<file path="config.mk">
export PLATFORM = sky130hd
export DESIGN_NAME = qgate_unit
export DESIGN_NICKNAME = d
export VERILOG_FILES = /design/src/rtl/qgate_pkg.sv /design/src/rtl/qgate_cmul.sv /design/src/rtl/qgate_unit.sv
export SDC_FILE = /design/constraint.sdc
export NUM_CORES = 2
export LEC_CHECK = 0
export CORE_ASPECT_RATIO = 1.75
export CORE_MARGIN = 2
export CORE_UTILIZATION = 50
export DETAILED_ROUTE_END_ITERATION = 6
export PLACE_DENSITY_LB_ADDON = 0.25
export SYNTH_ARGS = -nofsm -noshare
export SYNTH_HDL_FRONTEND = slang
export SYNTH_SLANG_ARGS = --single-unit
</file>
<file path="constraint.sdc">
create_clock -name clk -period 9.2 [get_ports clk]
set_input_delay 1.84 -clock clk [delete_from_list [all_inputs] [get_ports clk]]
set_output_delay 1.84 -clock clk [all_outputs]
set_load 0.005 [all_outputs]
</file>
<file path="src/rtl/qgate_pkg.sv">
// Shared types, constants and the rounding helper for the quantum gate datapath.
// Build with GATE_SAT_EN defined to saturate rounded results instead of wrapping.
package qgate_pkg;
  localparam int W         = 16;
  localparam int FRAC      = 14;
  localparam int ONE       = 16384;
  localparam int INV_SQRT2 = 11585;

  typedef logic signed [W-1:0]   amp_t;
  typedef logic signed [W:0]     sum_t;
  typedef logic signed [2*W+1:0] wide_t;

  typedef struct packed {
    amp_t re;
    amp_t im;
  } cplx_t;

  typedef enum logic [1:0] {OP_PASS, OP_H, OP_CNOT, OP_PHASE} op_e;

  // Round half up, drop FRAC bits, then clamp or wrap back to W bits.
  function automatic amp_t round_shift(input wide_t x);
    wide_t t;
    t = (x + wide_t'(2**(FRAC-1))) >>> FRAC;
`ifdef GATE_SAT_EN
    if (t > wide_t'(2**(W-1)-1))
      t = wide_t'(2**(W-1)-1);
    else if (t < -wide_t'(2**(W-1)))
      t = -wide_t'(2**(W-1));
`endif
    return amp_t'(t);
  endfunction
endpackage

</file>
<file path="src/rtl/qgate_cmul.sv">
// Combinational complex multiply y = a * w with Q2.14 rounding (PHASE path).
module qgate_cmul import qgate_pkg::*; (
  input  logic signed [W-1:0] ar,
  input  logic signed [W-1:0] ai,
  input  logic signed [W-1:0] wr,
  input  logic signed [W-1:0] wi,
  output logic signed [W-1:0] yr,
  output logic signed [W-1:0] yi
);
  wide_t pr, pi;

  always_comb begin
    pr = wide_t'(ar) * wide_t'(wr) - wide_t'(ai) * wide_t'(wi);
    pi = wide_t'(ar) * wide_t'(wi) + wide_t'(ai) * wide_t'(wr);
    yr = round_shift(pr);
    yi = round_shift(pi);
  end
endmodule

</file>
<file path="src/rtl/qgate_unit.sv">
// Single-issue gate datapath: PASS / H / CNOT / PHASE on one amplitude pair per cycle,
// one cycle of latency. GATE_SAT_EN selects saturating rounding for H and PHASE.
module qgate_unit import qgate_pkg::*; (
  input  logic               clk,
  input  logic               rst,
  input  logic               in_valid,
  input  logic [1:0]         op,
  input  logic               ctrl_bit,
  input  logic signed [W-1:0] ar,
  input  logic signed [W-1:0] ai,
  input  logic signed [W-1:0] br,
  input  logic signed [W-1:0] bi,
  input  logic signed [W-1:0] cos_theta,
  input  logic signed [W-1:0] sin_theta,
  output logic               out_valid,
  output logic signed [W-1:0] out0r,
  output logic signed [W-1:0] out0i,
  output logic signed [W-1:0] out1r,
  output logic signed [W-1:0] out1i
);
  cplx_t a, b, n0, n1, r0, r1, ph;
  sum_t  sr, si, dr, di;

  assign a = '{re: ar, im: ai};
  assign b = '{re: br, im: bi};

  qgate_cmul u_cmul (
    .ar (ar),
    .ai (ai),
    .wr (cos_theta),
    .wi (sin_theta),
    .yr (ph.re),
    .yi (ph.im)
  );

  // Sums and differences need W+1 bits so -32768 operands cannot overflow.
  always_comb begin
    sr = sum_t'(ar) + sum_t'(br);
    si = sum_t'(ai) + sum_t'(bi);
    dr = sum_t'(ar) - sum_t'(br);
    di = sum_t'(ai) - sum_t'(bi);
    n0 = a;
    n1 = b;
    case (op_e'(op))
      OP_H: begin
        n0.re = round_shift(wide_t'(sr) * wide_t'(INV_SQRT2));
        n0.im = round_shift(wide_t'(si) * wide_t'(INV_SQRT2));
        n1.re = round_shift(wide_t'(dr) * wide_t'(INV_SQRT2));
        n1.im = round_shift(wide_t'(di) * wide_t'(INV_SQRT2));
      end
      OP_CNOT: begin
        if (ctrl_bit) begin
          n0 = b;
          n1 = a;
        end
      end
      OP_PHASE: n0 = ph;
      default: ;
    endcase
  end

  always_ff @(posedge clk) begin
    if (rst) begin
      out_valid <= 1'b0;
      r0        <= '0;
      r1        <= '0;
    end else begin
      out_valid <= in_valid;
      if (in_valid) begin
        r0 <= n0;
        r1 <= n1;
      end
    end
  end

  assign out0r = r0.re;
  assign out0i = r0.im;
  assign out1r = r1.re;
  assign out1i = r1.im;
endmodule

</file>
==> summary.md <==
| Metric | Value |
|---|---|
| Outcome | `complete, but fails checks` |
| Failing checks | `negative setup slack` |
| Vias per cell | `5.40` |
| FF-to-FF Start | `out0i[15]$_SDFFE_PP0P_` |
| Synthesized Nets | `8666` |
| CP Data Arrival Time | `9.41 ns` |
| Syn Inst Count | `6390` |
| Layout cell share with drive strength beyond 1 | `0.174` |
| Die W | `263 um` |
| WP data required | `9.40 ns` |
| Final setup fails | `1` |
| Number of library cell types mapped by synthesis | `93` |
| IO Port Bufs | `166` |
| Final worst-path setup slack | `-0.00697 ns` |
| Reg2reg end | `out0i[15]$_SDFFE_PP0P_` |
| Min-delay worst type | `reg -> reg` |
| CTS root buf | `clkbuf_16` |
| Fin crit share | `1.00` |
| Yosys top cell area share | `0.456` |
| RSZ-0062 raised after global routing | `true` |
| Post-synthesis sequential area ratio | `0.0221` |
| Dpl hpwl | `163000 um` |
| Pins Over Slew Limit | `0` |
| Detail Route Antenna Nets | `0` |
| Initial antenna violation count | `8` |
| Count of flip-flops with a built-in enable after synthesis | `0` |
| CTS Buffer Depth | `2` |
| Drt first pass iters | `6` |
| Worst path slowest cell | `a222oi_1` |
| Crit path kind | `in -> reg` |
| Synth top area cells | `fa_1 (46%), ha_1 (18%), inv_1 (11%)` |
| Max Cap Violations | `0` |
| DR DRC count | `0` |
| Setup TNS | `-0.00697 ns` |
| Slowest stage delay, CP | `0.61 ns` |
| CP endpoint kind | `flop` |
| Area Overhead vs Synth | `21.2%` |
| GP Congestion | `1.02` |
| H-Tree Depth | `3` |
| Maximum fanout along the worst path | `5` |
| R2R depth | `5` |
| Vias in the first global route | `52900` |
| Tightest Pin Transition | `1.17 ns` |
| Pin count of the biggest net entering global routing | `57` |
| Avg Inst Size Synth | `9.22 sq um` |
| Routed wire per std cell | `22.7 um` |
| CTS Buf Count | `9` |
| Mapped Area | `0.0589 sq mm` |
| Tmin final | `9.21 ns` |
| Layout Nets | `9500` |
| I/O Pins | `167` |
| Clock latency on the worst-skew pair | `0.35 ns` |
| Cell taking the most area after synthesis | `fa_1` |
| CP Launch Point | `sin_theta[4]` |
| Remaining global-route overflow | `0` |
| Cell Rows | `166` |
| Max Fclk | `109 MHz` |
| Initial core utilization | `0.504` |
| Worst setup SP type | `input port` |
| CTS Hold Bufs | `0` |
| Die area | `0.121 sq mm` |
| Synthesis-stage register bit count | `65` |
| Ys async rst share | `0` |
| # clock sinks | `65` |
| Flop2flop setup slack | `7.86 ns` |
| Clk_skew | `0 ns` |
| Critical Path End | `out0r[4]$_SDFFE_PP0P_` |
| GRT Util Overall | `0.333` |
| Via count | `47200` |
| DRT iter0 DRCs | `2750` |
| Rel. slew slack | `0.217` |
| Crit-path most repeated cell | `fa_1` |
| CORE AREA | `0.117 sq mm` |
| Ys flop type | `dfxtp_1` |
| Clock Pin Slew Worst Setup and Hold Paths | `0.06 ns` |
| Wirelength, routed | `198000 um` |
| Vert. Die Dim | `458 um` |
| Yosys warns | `0` |
| Global-route wire length before repair | `300000 um` |
| CTS tree | `yes` |
| Final hold violations | `0` |
## routing by layer
layer	global-route usage	share of wire	up-vias
met4	0.282	0.11	6
met3	0.0394	0.059	788
met1	0.336	0.31	24000
met5	0	0.00023	-
li1	-	-	20600
met2	0.609	0.52	1798
## sequential cells by signal (all words and copies together), names as in the netlist
register	flops
out0i	16
out1i	16
out0r	16
out1r	16
out_valid	1
## critical path, delay by kind of cell
kind                       cells  cell delay (ns)
buffers and inverters          6             0.71
adders and majority gates      9             4.44
and+or+nand+nor                5             0.97
AOI/OAI and AO/OA              4             1.24
xor gates and xnor gates       1             0.17
## final cells by class
class | instances | area (sq um)
sequential | 65 | 1300
multi-input combinational | 4299 | 51000
timing repair buffer | 1103 | 10200
fill | 9992 | 45600
antenna | 4 | 10.0
clock inverter | 6 | 115
clock buffer | 10 | 239
tap | 1512 | 1890
inverter | 1746 | 6560
## cells in the mapped netlist, types with 7 or more instances
cell type     n
a22oi_1      26
mux2i_1      24
inv_1      1745
a21o_1       35
o21ai_0     109
and3_1       11
o21ai_1       7
nand2b_1     45
fa_1       1341
o21a_1       14
nand2_1     507
nor3_1       42
a211oi_1     12
nor2_1      158
nand3_1      23
a21oi_1     100
a311oi_1     19
a221oi_1     31
o211ai_1      8
clkbuf_1    267
or3_1        16
mux2_2       10
a221o_1       7
ha_1        833
xnor2_1     154
and2_1      536
nor2b_1      25
xor2_1       61
o32ai_1       7
nand4_1      10
o21bai_1     12
dfxtp_1      65
## layout by cell type, fill, tap and decap left out, types with 21 or more instances in the layout
master,count
dlymetal6s2s_1,24
nand2_1,504
mux2i_1,24
dfxtp_1,65
a21o_1,35
o21ai_0,92
clkdlybuf4s50_1,92
ha_1,802
a21oi_1,81
buf_4,808
nor3_1,37
fa_1,1320
xor2_1,59
xnor2_1,147
inv_2,40
buf_12,87
and2_4,24
inv_1,1704
nand2b_1,44
and2_1,512
a22oi_1,26
ha_4,24
fa_2,21
nor2b_1,22
nor2_1,154
## worst min path at each step
stage	endpoint	slack, ns	cells after the start	start
after floorplan	out0i[13]$_SDFFE_PP0P_	0.44	2	out0i[13]$_SDFFE_PP0P_
after global placement	out0i[7]$_SDFFE_PP0P_	0.44	2	out0i[7]$_SDFFE_PP0P_
after detailed placement	out0i[5]$_SDFFE_PP0P_	0.44	2	out0i[5]$_SDFFE_PP0P_
after CTS	out0i[5]$_SDFFE_PP0P_	0.46	2	out0i[5]$_SDFFE_PP0P_
after global routing	out0i[5]$_SDFFE_PP0P_	0.48	2	out0i[5]$_SDFFE_PP0P_
final	out0i[5]$_SDFFE_PP0P_	0.45	2	out0i[5]$_SDFFE_PP0P_
## through the flow
step            util  setup WS [ns]  instance area (sq um)  hold slack (ns)  cells
3_3_place_gp   0.585          -1.05                  68400            0.442   8600
6_report       0.610       -0.00697                  71400            0.454   8745
4_1_cts        0.599       0.000115                  70100            0.457   8702
2_1_floorplan      -        -0.0203                  59000            0.443   6390
3_5_place_dp   0.585          -1.14                  68400            0.444   8600
5_1_grt        0.610         -0.138                  71400            0.478   8742
## timing repair
item	in CTS	in global routing
resized for setup	169	302
buffers inserted	77	37
pin swaps	73	197
setup endpoints to repair	37	41
cloned	11	10
## logic make-up after synthesis
| family | share of synthesized area |
|---|---|
| DFF | 0.0221 |
| muxes | 0.00599 |
| adders and majority gates | 0.633 |
| xor gates and xnor gates | 0.0326 |
| buffers and inverters | 0.130 |
| AOI/OAI and AO/OA | 0.0559 |
| and+or+nand+nor | 0.121 |
Power is left out: the tool's default activity adds up to more than one toggle a clock period on the data nets, which glitch-free logic cannot reach.
